==> src/rtl/store_buffer_pkg.sv <==
// Shared load/store types plus the store buffer entry layout.
package store_buffer_pkg;

  // Access size of a load or store; the U variants are zero-extending loads.
  typedef enum logic [2:0] {
    LDST_B  = 3'd0,
    LDST_H  = 3'd1,
    LDST_W  = 3'd2,
    LDST_BU = 3'd3,
    LDST_HU = 3'd4
  } ldst_mode;

  // One buffered store: byte address, data as presented, and access size.
  typedef struct packed {
    logic [31:0] addr;
    logic [31:0] data;
    ldst_mode    mode;
  } sb_entry_t;

  // Two byte addresses fall in the same 32-bit word.
  function automatic logic same_word(input logic [31:0] a, input logic [31:0] b);
    return a[31:2] == b[31:2];
  endfunction

endpackage

==> src/rtl/store_buffer_fwd_search.sv <==
// Youngest-first search of the store buffer for a store that hits the load word.
module sb_fwd_search
  import store_buffer_pkg::*;
#(
  parameter int DEPTH = 4
) (
  input  sb_entry_t                    i_entries [DEPTH],
  input  logic [DEPTH-1:0]             i_valid,
  input  logic [$clog2(DEPTH)-1:0]     i_head,
  input  logic [31:0]                  i_ld_addr,
  output logic                         o_hit,
  output logic                         o_hit_is_word,
  output logic [31:0]                  o_hit_data
);

  localparam int DEPTH_LOG = $clog2(DEPTH);

  // Physical slot holding the entry of age k (0 = oldest).
  logic [DEPTH_LOG-1:0] w_age_idx [DEPTH];

  genvar gi;
  generate
    for (gi = 0; gi < DEPTH; gi++) begin : g_age
      assign w_age_idx[gi] = i_head + DEPTH_LOG'(gi);
    end
  endgenerate

  // Scan oldest to youngest so the last hit found is the youngest match.
  always_comb begin
    o_hit         = 1'b0;
    o_hit_is_word = 1'b0;
    o_hit_data    = '0;
    for (int k = 0; k < DEPTH; k++) begin
      if (i_valid[w_age_idx[k]] && same_word(i_entries[w_age_idx[k]].addr, i_ld_addr)) begin
        o_hit         = 1'b1;
        o_hit_is_word = (i_entries[w_age_idx[k]].mode == LDST_W);
        o_hit_data    = i_entries[w_age_idx[k]].data;
      end
    end
  end

endmodule

==> src/rtl/store_buffer.sv <==
// In-order store queue feeding the data-memory write port, with word-granular
// store-to-load forwarding or stall for the load path.
module store_buffer
  import store_buffer_pkg::*;
#(
  parameter int DEPTH = 4
) (
  input  logic                         clk,
  input  logic                         reset,
  input  logic                         st_valid,
  output logic                         st_ready,
  input  logic [31:0]                  st_addr,
  input  logic [31:0]                  st_data,
  input  ldst_mode                     st_mode,
  input  logic                         drain_en,
  output logic                         we,
  output logic [31:0]                  wa,
  output logic [31:0]                  wd,
  output ldst_mode                     wm,
  input  logic [31:0]                  ld_addr,
  input  ldst_mode                     ld_mode,
  output logic                         ld_fwd_valid,
  output logic [31:0]                  ld_fwd_data,
  output logic                         ld_stall,
  output logic [$clog2(DEPTH):0]       count,
  output logic                         empty
);

  localparam int DEPTH_LOG = $clog2(DEPTH);

  sb_entry_t              r_entries [DEPTH];
  logic [DEPTH_LOG-1:0]   r_head;
  logic [DEPTH_LOG-1:0]   r_tail;
  logic [DEPTH_LOG:0]     r_count;

  logic                   w_push;
  logic                   w_pop;
  logic [DEPTH-1:0]       w_valid;
  logic                   w_hit;
  logic                   w_hit_is_word;
  logic [31:0]            w_hit_data;
  sb_entry_t              w_head_entry;

  // Byte/half selection of a forwarded word belongs to the consumer, so the
  // load size never influences matching.
  logic                   w_unused_ld_mode;
  assign w_unused_ld_mode = ^ld_mode;

  assign empty    = (r_count == '0);
  assign count    = r_count;
  // Depends only on occupancy: a pop in the same cycle never frees a full buffer.
  assign st_ready = (r_count < (DEPTH_LOG + 1)'(DEPTH));
  assign w_push   = st_valid & st_ready;

  assign w_head_entry = r_entries[r_head];
  assign we    = !empty & drain_en & !reset;
  assign wa    = w_head_entry.addr;
  assign wd    = w_head_entry.data;
  assign wm    = w_head_entry.mode;
  assign w_pop = we;

  // A slot is live when its distance from head is below the occupancy.
  genvar gi;
  generate
    for (gi = 0; gi < DEPTH; gi++) begin : g_valid
      logic [DEPTH_LOG-1:0] w_offset;
      assign w_offset    = DEPTH_LOG'(gi) - r_head;
      assign w_valid[gi] = ({1'b0, w_offset} < r_count);
    end
  endgenerate

  sb_fwd_search #(
    .DEPTH (DEPTH)
  ) u_fwd_search (
    .i_entries     (r_entries),
    .i_valid       (w_valid),
    .i_head        (r_head),
    .i_ld_addr     (ld_addr),
    .o_hit         (w_hit),
    .o_hit_is_word (w_hit_is_word),
    .o_hit_data    (w_hit_data)
  );

  // A word store can be forwarded whole; a sub-word store forces the load to wait.
  assign ld_fwd_valid = w_hit & w_hit_is_word & !reset;
  assign ld_stall     = w_hit & !w_hit_is_word & !reset;
  assign ld_fwd_data  = ld_fwd_valid ? w_hit_data : 32'h0;

  // Head/tail/occupancy bookkeeping; reset drops every pending store.
  always_ff @(posedge clk) begin
    if (reset) begin
      r_head  <= '0;
      r_tail  <= '0;
      r_count <= '0;
    end else begin
      if (w_push) r_tail <= r_tail + 1'b1;
      if (w_pop)  r_head <= r_head + 1'b1;
      case ({w_push, w_pop})
        2'b10:   r_count <= r_count + 1'b1;
        2'b01:   r_count <= r_count - 1'b1;
        default: r_count <= r_count;
      endcase
    end
  end

  // Payload capture at tail; payloads are left untouched by reset.
  always_ff @(posedge clk) begin
    if (w_push && !reset) begin
      r_entries[r_tail] <= '{addr: st_addr, data: st_data, mode: st_mode};
    end
  end

endmodule
==> config.mk <==
export PLATFORM = sky130hd
export DESIGN_NAME = store_buffer
export DESIGN_NICKNAME = d
export VERILOG_FILES = /design/src/rtl/store_buffer_pkg.sv /design/src/rtl/store_buffer_fwd_search.sv /design/src/rtl/store_buffer.sv
export SDC_FILE = /design/constraint.sdc
export NUM_CORES = 1
export LEC_CHECK = 0
export BUFFER_PORTS_ARGS = -buffer_cell sky130_fd_sc_hd__buf_2
export CAP_MARGIN = 5
export CORE_ASPECT_RATIO = 0.6
export CORE_MARGIN = 2
export CORE_UTILIZATION = 50
export CTS_CLUSTER_DIAMETER = 80
export DETAILED_ROUTE_END_ITERATION = 6
export PLACE_DENSITY = 0.66
export SYNTH_ARGS = -nofsm -noshare
export SYNTH_HDL_FRONTEND = slang
export SYNTH_SLANG_ARGS = --single-unit
==> constraint.sdc <==
create_clock -name clk -period 10.8 [get_ports clk]
set_clock_uncertainty 0.2 [all_clocks]
set_input_delay 1.62 -clock clk [delete_from_list [all_inputs] [get_ports clk]]
set_output_delay 1.62 -clock clk [all_outputs]
set_load 0.05 [all_outputs]
; ---- After elaboration in Yosys (flattened, before gate mapping)
; Index checks and enable logic that the tools add are counted.
; W data, S select, Z words.
[totals]
reg_bits = 275
latchBits = 0
mem_bits_rw = 0
romBits = 0
inputBits = 106
output_inout_bits = 107
elab_cells = 110
memories = 0
[op_classes]
n_addsub = 10
mul = 0
div_mod_pow = 0
magnitude_cmp = 15
n_eq_ne = 10
n_shift = 0
muxes = 37
n_bitwise = 12
n_reduce_logical = 11
[op_table]
columns = operator, n
row1 = $mux W67, 9
row2 = $bmux W67 S2, 4
row3 = $bwmux W268, 1
row4 = $mux W32, 5
row5 = $demux W67 S2, 1
row6 = $eq A30 B30 Y1, 4
row7 = $ge A3 B3 Y1 const B, 5
row8 = $not A2 Y3, 5
row9 = $eq A3 B2 Y1 const B, 4
row10 = $lt A2 B3 Y1, 4
row11 = $lt A2 B3 Y1 const B, 4
row12 = $mux W1, 12
row13 = $bmux W1 S2, 4
row14 = $and A1 B1 Y1, 7
row15 = $logic_and A1 B1 Y1, 6
row16 = $pmux W3 S2, 1
row17 = $add A2 B1 Y2 const B, 2
row18 = $add A2 B2 Y2 const B, 2
row19 = $sub A1 B2 Y2 const A, 2
row20 = $sub A2 B2 Y2 const A, 2
row21 = $add A3 B1 Y3 const B, 1
row22 = $logic_not A1 Y1, 3
row23 = $logic_not A3 Y1, 1
row24 = $lt A3 B1 Y1 const B, 1
row25 = 5 further kinds, 5

; ---- Logic depth before layout (Yosys ltp)
; Gate-level depths: netlist of run 1.
[logic_depth]
ltp_word = 13
ltp_mapped = 17
depth_no_buf = 12

; ---- By module
; A second synthesis of run 1 with hierarchy kept.
[unflattened]
cells_unflattened = 1576
hier_area_um2 = 19816.5
[by_module_without_submodules]
columns = module, instances, cells_each, area_each_um2, seq_area_each_um2
row1 = store_buffer, 1, 454, 10512.6, 8187.9
row2 = sb_fwd_search, 1, 1122, 9303.9, 0.0

; ---- Worst setup path after synthesis of run 1
; Ideal clock, no wire load.
[synth_timing]
path_kind = input to output
from = input port ld_addr[10]
to = output port ld_fwd_data[1]
arrival_time_ns = 4.943
t_required_ns = 8.980
path_slack_ns = 4.037
cell_stages = 10
n_path_buf = 2
path_cell_list = clkbuf_1 -> xnor2_1 -> or4_1 -> or4_1 -> a211oi_2 -> nand2_1 -> nor2_1 -> buf_2 -> a222oi_1 -> a211oi_1
[synth_via]
elab_chain_cells = 9
elab_cells_between_ends = 23
cone_classes = eq/ne (4) / mux (13) / bitwise (2) / reduce/logical (4)
[synth_lines]
columns = item, line
row1 = "start, declared", store_buffer.sv:20  ; input logic [31:0] ld_addr,
row2 = $eq A30 B30 Y1, store_buffer_pkg.sv:22  ; return a[31:2] == b[31:2];
row3 = $logic_and A1 B1 Y1, store_buffer_fwd_search.sv:34  ; if (i_valid[w_age_idx[k]] && same_word(i_entries[w_age_idx[k]].addr, i_ld_addr)) begin
row4 = $mux W1 (4 in series), store_buffer_fwd_search.sv:34
row5 = $and A1 B1 Y1 (2 in series), store_buffer.sv:85  ; assign ld_fwd_valid = w_hit & w_hit_is_word & !reset;
row6 = $mux W32 (*), store_buffer.sv:87  ; assign ld_fwd_data = ld_fwd_valid ? w_hit_data : 32'h0;
row7 = "end, declared", store_buffer.sv:23  ; output logic [31:0] ld_fwd_data,
; Every way passes the cells marked *; elsewhere a longest branch is shown, timed or not.

; ---- Worst setup path after layout of run 1
[layout_timing]
from = register r_head[1]
to = output port ld_fwd_data[0]
[layout_via]
elab_chain_cells = 13
elab_cells_between_ends = 62
cone_classes = add/sub (7) / order compare (4) / eq/ne (8) / mux (33) / bitwise (6) / reduce/logical (4)
[layout_lines]
columns = item, line
row1 = "start, declared", store_buffer.sv:32  ; logic [DEPTH_LOG-1:0] r_head;
row2 = "start signal, assigned", store_buffer.sv:97  ; if (w_pop) r_head <= r_head + 1'b1;
row3 = $add A2 B1 Y2 or $not A2 Y3 (tied branches), --
row4 = $not A2 Y3 (implied by the code) or $bmux W67 S2 (tied branches), "store_buffer_fwd_search.sv:34, store_buffer_fwd_search.sv:36, store_buffer_fwd_search.sv:37"
row5 = $bmux W67 S2 or $mux W67 (tied branches), "store_buffer_fwd_search.sv:34, store_buffer_fwd_search.sv:36, store_buffer_fwd_search.sv:37"
row6 = $mux W67 (on tied branches), "store_buffer_fwd_search.sv:34, store_buffer_fwd_search.sv:36"
row7 = $mux W67 (implied by the code) or $eq A30 B30 Y1 (tied branches), "store_buffer_fwd_search.sv:36, store_buffer_pkg.sv:22"
row8 = $eq A30 B30 Y1 or $logic_and A1 B1 Y1 (tied branches), "store_buffer_pkg.sv:22, store_buffer_fwd_search.sv:34"
row9 = $logic_and A1 B1 Y1 or $mux W1 (tied branches), store_buffer_fwd_search.sv:34
row10 = $mux W1 (3 in series), store_buffer_fwd_search.sv:34
row11 = $and A1 B1 Y1 (2 in series), store_buffer.sv:85
row12 = $mux W32 (*), store_buffer.sv:87
; Every way passes the cells marked *; elsewhere a longest branch is shown, timed or not. The select of a mux whose other input is x is not followed.

==> flow_summary.ini, run 1 <==
[clock_network]
cts_resized = 0
clk_latency_ns = 0.55
cts_hold_buf = 0
cts_tree = yes
cts_buffers = 28
clock-sinks = 275
cts_max_level = 1
cts_buffer_depth = 3
post_cts_buffers = 0
path_clk_slew_ns = 0.06
root_buffer = clkbuf_16

[place]
postPlaceCellArea_sq_um = 18230
gp_congestion = 0.9824
place_worst_setup_slack_ns = 3.500
dp_hpwl_um = 32140
port_buffers = 207

[route]
wirelength_um = 46910
ant_nets = 0
routedWlPerCell_um = 23.81
dr.pass1.iters = 6
vias_per_cell = 6.044
vias = 11910
drt_iter0_drc = 1266
drc_errors = 0

[run]
cap_violations = 0

[global_routing]
track_usage_pct = 25.56
grt_pass1_vias = 11310
grt_pass1_wl_um = 69190
antenna_found_initial = 6
globalRouteOverflowTotal = 0
grt_max_degree = 271

[sta]
rsz0062_at_grt = no
hold_ws_ns = 0.3756
fmax_mhz = 123.4
final.setup.worst_slack_ns = 2.696
period_share_pct = 75.04
setup_viol = 0
tightest_slew_ns = 1.144
maxSlewViolCount = 0
max-slew-margin-rel_pct = 23.74
tns_ns = 0
fin_crit_ns = 8.104
hold_viol = 0

[yosys]
synth_edf_count = 268
synth-seq-cells = 275
avgSynthCellArea_sq_um = 12.70
synth-warning-count = 0
synth_adder_area_share_pct = 0.7737
synth_top_cell_area_share_pct = 46.95
synth_area_leaders = edfxtp_1 47%, mux2i_1 8.9%, mux4_2 8.9%
yosysUniqueCellTypes = 64
synth-compound-area-share_pct = 10.64
synth.area.mux_share_pct = 22.68
synth_top_family_by_area = multiplexers
synth-xor-area-share_pct = 6.796
yosys.area.top_type = edfxtp_1
syn_inst = 1350
postSynth.asyncResetShare_pct = 0
synthSimpleGateAreaFrac_pct = 7.051
syn-num-nets = 1466
ys_seq_area_share_pct = 47.77
ys_dominant_reg_cell = edfxtp_1
syn_area_sq_um = 17140

[die]
start_util_pct = 50.86
die_height_um = 147.4
dieArea_sq_um = 35830
core-area_sq_um = 33700
rows = 52
die_x_um = 243.0
io_pins = 213

[critical_path]
max_stage_delay_ns = 0.86
cpMostUsedCell = buf_4
crit_family = buffers and inverters
worstSetupPathType = flop to output port
critPathBufInv = 3
crit_required_ns = 8.98
cp_max_fo = 52
worstPathArrival_ns = 6.28
crit_chain = buf_4 -> mux4_2 -> xnor2_1 -> nand4_1 -> a2111oi_2 -> o2111ai_2 -> nor2_8 -> nor4_4 -> o2111ai_4 -> buf_4 -> a211oi_1 -> buf_2
worstReg2RegStart = count[2]
cp_slowest_cell = dfxtp_4
critPathLaunch = r_head[1]
startpoint_type = flop
critPathCaptureType = output port

[cells_and_area]
nets = 1602
syn_to_final_growth_pct = 11.88
drive_gt1_share_pct = 29.90
final_area_sq_um = 19180
num-fill-cells = 2828

[hold_path]
hp-start = count[1]
hp-class = flop to flop

[status]
status = finished, final reports clean

[power_and_ir_drop]
pwr_density_cell_nw_per_um2 = 193.6
vdd_drop_max_mv = 0.1669
power.leakage_nw = 6.232
[layout by cell type (no fill, tap or decap), drive strengths merged, types with 7 or more instances in the layout]
cell type / n
xor2: 38
inv: 15
ha: 9
nor4: 14
clkbuf: 34
nand2: 73
mux2: 69
mux4: 69
mux2i: 154
nor2: 121
clkinv: 8
a222oi: 32
buf: 221
a21oi: 75
dfxtp: 7
nand4: 14
xnor2: 95
o21ai: 73
edfxtp: 268
nor3: 11
a211oi: 38
[where the power goes]
part	internal [W]	switching (W)
registers	0.00122	0.0000610
clock network	0.000593	0.000408
logic	0.000514	0.000914
total	0.00233	0.00138
[synthesized netlist by cell type, types with 3 or more instances]
library cell,n
edfxtp_1,268
nor3_1,10
nor4_1,9
o211ai_1,3
clkbuf_1,46
o2111ai_1,3
ha_1,9
xnor2_1,95
nor3b_1,5
buf_2,32
or4_1,3
nand4_1,14
dfxtp_1,7
mux2_2,67
a211oi_2,30
mux2i_1,153
xor2_1,38
o21ai_0,72
nand3_1,3
buf_6,23
nand2_1,73
a21oi_1,75
a221oi_1,3
nand2b_1,3
nor4_2,4
mux4_2,68
inv_1,13
a211oi_1,8
and3_1,5
a222oi_1,32
a2111oi_0,3
buf_1,11
o22ai_1,4
nor2_1,120
[worst register-to-register path, delay by kind of cell, from the launching register on]
| family | cells | cell delay [ns] |
|---|---|---|
| buffers and inverters | 1 | 0.77 |
| and+or+nand+nor | 2 | 1.11 |
| DFF | 1 | 0.40 |
[metal layers]
metal	part of all wire, %	vias up	GRT usage [%]	wire length [um]
li1	-	5507	-	-
met1	45	5946	37.38	21320
met2	43	406	36.69	20110
met3	10	48	9.350	4722
met4	1.6	0	5.031	758
met5	0	-	0	0
[flip-flops by register name (all words and copies together) (netlist names)]
register and flops:
r_head 2, r_tail 2, r_entries 268, count 3
[worst paths after layout]
check / cells after the start / slack (ns) / endpoint
setup / recovery: 12 / 2.70 / ld_fwd_data[0]
hold / removal: 2 / 0.38 / count[1]
setup reg to reg: 3 / 7.92 / r_entries[1]
hold reg to reg: 2 / 0.38 / count[1]
[layout make-up]
class                      instances  area [sq um]  share of cell area [%]
clock buffer                      34         723.2                   3.771
sequential                       275          8195                   42.74
tap                              459         574.3                   2.995
inverter                          15         56.30                  0.2936
multi-input combinational        945          8239                   42.96
antenna                            6         15.01                 0.07829
timing repair buffer             221          1166                   6.081
clock inverter                    15         207.7                   1.083
[logic make-up (layout without fill, tap and decap cells)]
logic type      Yosys count  in the layout
mux                     292            292
flops                   275            275
simple gates            259            259
compound gates          251            251
xor+xnor                133            133
buf+inv                 130            285
fa+ha+maj                10             10
other cells               0              6
[per-stage QoR]
stage	util [%]	total power, W	instances
finish	56.90	0.003712	1970
global route	56.87	0.003871	1966
CTS	56.86	0.003720	1964
detailed placement	54.09	0.002712	1915
global placement	54.09	0.002690	1915
floorplan	-	0.002425	1350
Note: power is estimated with default switching activity, not from simulation.
==> inputs of run 2 (changes only) <==
--- a/config.mk
+++ b/config.mk
@@ -5,6 +5,7 @@
 export SDC_FILE = /design/constraint.sdc
 export NUM_CORES = 1
 export LEC_CHECK = 0
+export ABC_AREA = 1
 export BUFFER_PORTS_ARGS = -buffer_cell sky130_fd_sc_hd__buf_2
 export CAP_MARGIN = 5
 export CORE_ASPECT_RATIO = 0.6
@@ -12,7 +13,7 @@
 export CORE_UTILIZATION = 50
 export CTS_CLUSTER_DIAMETER = 80
 export DETAILED_ROUTE_END_ITERATION = 6
-export PLACE_DENSITY = 0.66
+export PLACE_DENSITY = 0.69
 export SYNTH_ARGS = -nofsm -noshare
 export SYNTH_HDL_FRONTEND = slang
 export SYNTH_SLANG_ARGS = --single-unit
==> constraint.sdc (replaced) <==
create_clock -name clk -period 7.3 [get_ports clk]
set_clock_uncertainty 0.2 [all_clocks]
set_input_delay 1.095 -clock clk [delete_from_list [all_inputs] [get_ports clk]]
set_output_delay 1.095 -clock clk [all_outputs]
set_load 0.05 [all_outputs]
==> run 2 against run 1 <==
Net effect: non-clock buffer count rose by 13; sequential power up 43%; hold slack worse by 0.019 ns; die area rose by 8.6%; synthesized cell count up 96%; register-to-register slack worse by 3.3 ns; sequential cell count stayed put; clock power grew 53%.
==> flow_summary.ini, run 2 <==
[run]
cap_violations = 0

[sta]
max-slew-margin-rel_pct = 30.41
period_share_pct = 90.53
rsz0062_at_grt = no
setup_viol = 0
tightest_slew_ns = 1.044
fin_crit_ns = 6.609
hold_ws_ns = 0.3567
tns_ns = 0
maxSlewViolCount = 0
hold_viol = 0
fmax_mhz = 151.3

[clock_network]
cts_max_level = 1
path_clk_slew_ns = 0.06
cts_buffer_depth = 3
cts_buffers = 29
root_buffer = clkbuf_16
cts_tree = yes
clock-sinks = 275
post_cts_buffers = 0
clk_latency_ns = 0.57
cts_resized = 0
cts_hold_buf = 0

[cells_and_area]
regArea_sq_um = 8195
final_cells = 3286
final_cell_mix = 1004 x nand2_1, 327 x nand3_1, 318 x o21ai_0
drive_gt1_share_pct = 11.30
num-fill-cells = 3350
layout_commonest_cell = nand2_1
largest_reg_flops = 268
regMostFlops = r_entries
syn_to_final_growth_pct = 11.64
final_area_sq_um = 20810
multi_input_area_sq_um = 8775
nets = 2872

[yosys]
yosys.area.top_type = edfxtp_1
synth_common_cells = 1005 x nand2_1, 329 x nand3_1, 318 x o21ai_0
synth-compound-area-share_pct = 10.64
synth_edf_count = 268
synth_adder_area_share_pct = 0.7114
synth-warning-count = 0
synth_area_leaders = edfxtp_1 43%, nand2_1 20%, nand3_1 8.8%
synth-xor-area-share_pct = 1.081
ys_seq_area_share_pct = 43.92
synth.area.mux_share_pct = 0.1074
yosysMostFrequentCell = nand2_1
synth-seq-cells = 275
yosysUniqueCellTypes = 36
synth_top_cell_area_share_pct = 43.17
syn_area_sq_um = 18640
syn_inst = 2644
syn-num-nets = 2760
ys_dominant_reg_cell = edfxtp_1
synth_top_family_by_area = simple AND/OR/NAND/NOR gates
postSynth.asyncResetShare_pct = 0
avgSynthCellArea_sq_um = 7.051
synthSimpleGateAreaFrac_pct = 34.23

[die]
die_x_um = 253.3
rows = 54
core-area_sq_um = 36550
die_height_um = 153.6
io_pins = 213
dieArea_sq_um = 38900
start_util_pct = 51.00

[power_and_ir_drop]
vdd_drop_max_mv = 0.2790
totalPowerFinal_w = 0.005508
power.leakage_nw = 9.475
pwr_density_cell_nw_per_um2 = 264.6

[global_routing]
grt_max_degree = 231
antenna_found_initial = 9
track_usage_pct = 28.94
globalRouteOverflowTotal = 0
grt_pass1_vias = 15960
grt_pass1_wl_um = 88160

[critical_path]
worstPathArrival_ns = 5.31
cp_slowest_cell = buf_4
cpMostUsedCell = nor2_1
crit_chain = buf_4 -> buf_4 -> nand3_1 -> nand3_1 -> nand2_1 -> nor2_1 -> nand2_1 -> nor2_1 -> nand3_1 -> nor2_2 -> buf_4 -> inv_1 -> nand2_1 -> nor2_1 -> nor2_2 -> nand3_4 -> nor2_1 -> buf_2
critPathBufInv = 5
startpoint_type = flop
crit_family = buffers and inverters
cp_max_fo = 61
crit_required_ns = 6.00
max_stage_delay_ns = 0.68
worstSetupPathType = flop to output port
critPathCaptureType = output port

[route]
vias_per_cell = 5.632
drt_iter0_drc = 1984
vias = 18510
routedWlPerCell_um = 17.64
drc_errors = 0
wirelength_um = 57960
dr.pass1.iters = 6
ant_nets = 0

[status]
status = finished, final reports clean

[hold_path]
hp-class = flop to flop

[place]
place_inst = 3229
gp_congestion = 0.9931
postPlaceCellArea_sq_um = 19840
dp_hpwl_um = 38230
port_buffers = 207
-- run 2: changes by cell type after synthesis, sizes merged, moves of 33 or more --
cell / delta
nand2: +933
xnor2: -95
inv: +243
mux2: -69
a21oi: -33
mux4: -69
a211oi: -38
nand3: +327
o21ai: +258
mux2i: -152
nand4: +37
-- run 2: routing by layer --
metal	up-vias	share of wire, %	GRT usage, %	routed length [um]
li1	8943	-	-	-
met1	8481	44	43.00	25500
met2	960	42	43.13	24550
met3	116	11	5.722	6408
met4	8	2.5	7.551	1451
met5	-	0.083	0	48
-- run 2: path summary, 6_finish.rpt --
| check | cells after the start | from | slack, ns | end |
|---|---|---|---|---|
| setup / recovery | 18 | r_head[1] | 0.69 | ld_fwd_data[22] |
| hold reg to reg | 2 | r_tail[1] | 0.36 | r_tail[1] |
| setup reg to reg | 5 | r_head[0] | 4.65 | r_head[1] |
| hold / removal | 2 | r_tail[1] | 0.36 | r_tail[1] |
-- run 2: layout make-up --
| cell class | instances | share of cell area [%] |
|---|---|---|
| diodes | 4 | 0.04809 |
| clock buffers | 31 | 3.523 |
| clock inverters | 22 | 1.106 |
| inverters | 258 | 4.689 |
| multi-input cells | 1958 | 42.16 |
| flip-flops and latches | 275 | 39.37 |
| well taps | 504 | 3.030 |
| repair buffers | 234 | 6.072 |
-- run 2: cells by family (layout without fill, tap and decap cells) --
family | Yosys count | in the layout
compound gates | 389 | 389
xor+xnor | 23 | 23
fa+ha+maj | 10 | 10
buf+inv | 411 | 545
flops | 275 | 275
mux | 2 | 2
other cells | 0 | 4
simple gates | 1534 | 1534
-- run 2: worst reg2reg max path, delay by kind of cell (launching register included) --
| family | cells | cell delay (ns) |
|---|---|---|
| and+or+nand+nor | 2 | 0.73 |
| AOI/OAI and AO/OA | 1 | 0.14 |
| DFF | 1 | 0.38 |
| buffers and inverters | 2 | 1.06 |
-- run 2: where the power goes --
group	leakage [nW]	switching (W)	internal, W
Sequential	2.49	0.0000340	0.00179
Clock	0.481	0.000633	0.000898
Combinational	6.50	0.00163	0.000522
-- run 2: stage by stage --
step           worst slack [ns]  utilization, %
2_1_floorplan             2.114               -
3_3_place_gp              1.433           54.28
3_5_place_dp              1.343           54.28
4_1_cts                  0.7119           56.91
5_1_grt                  0.2840           56.94
6_report                 0.6911           56.94
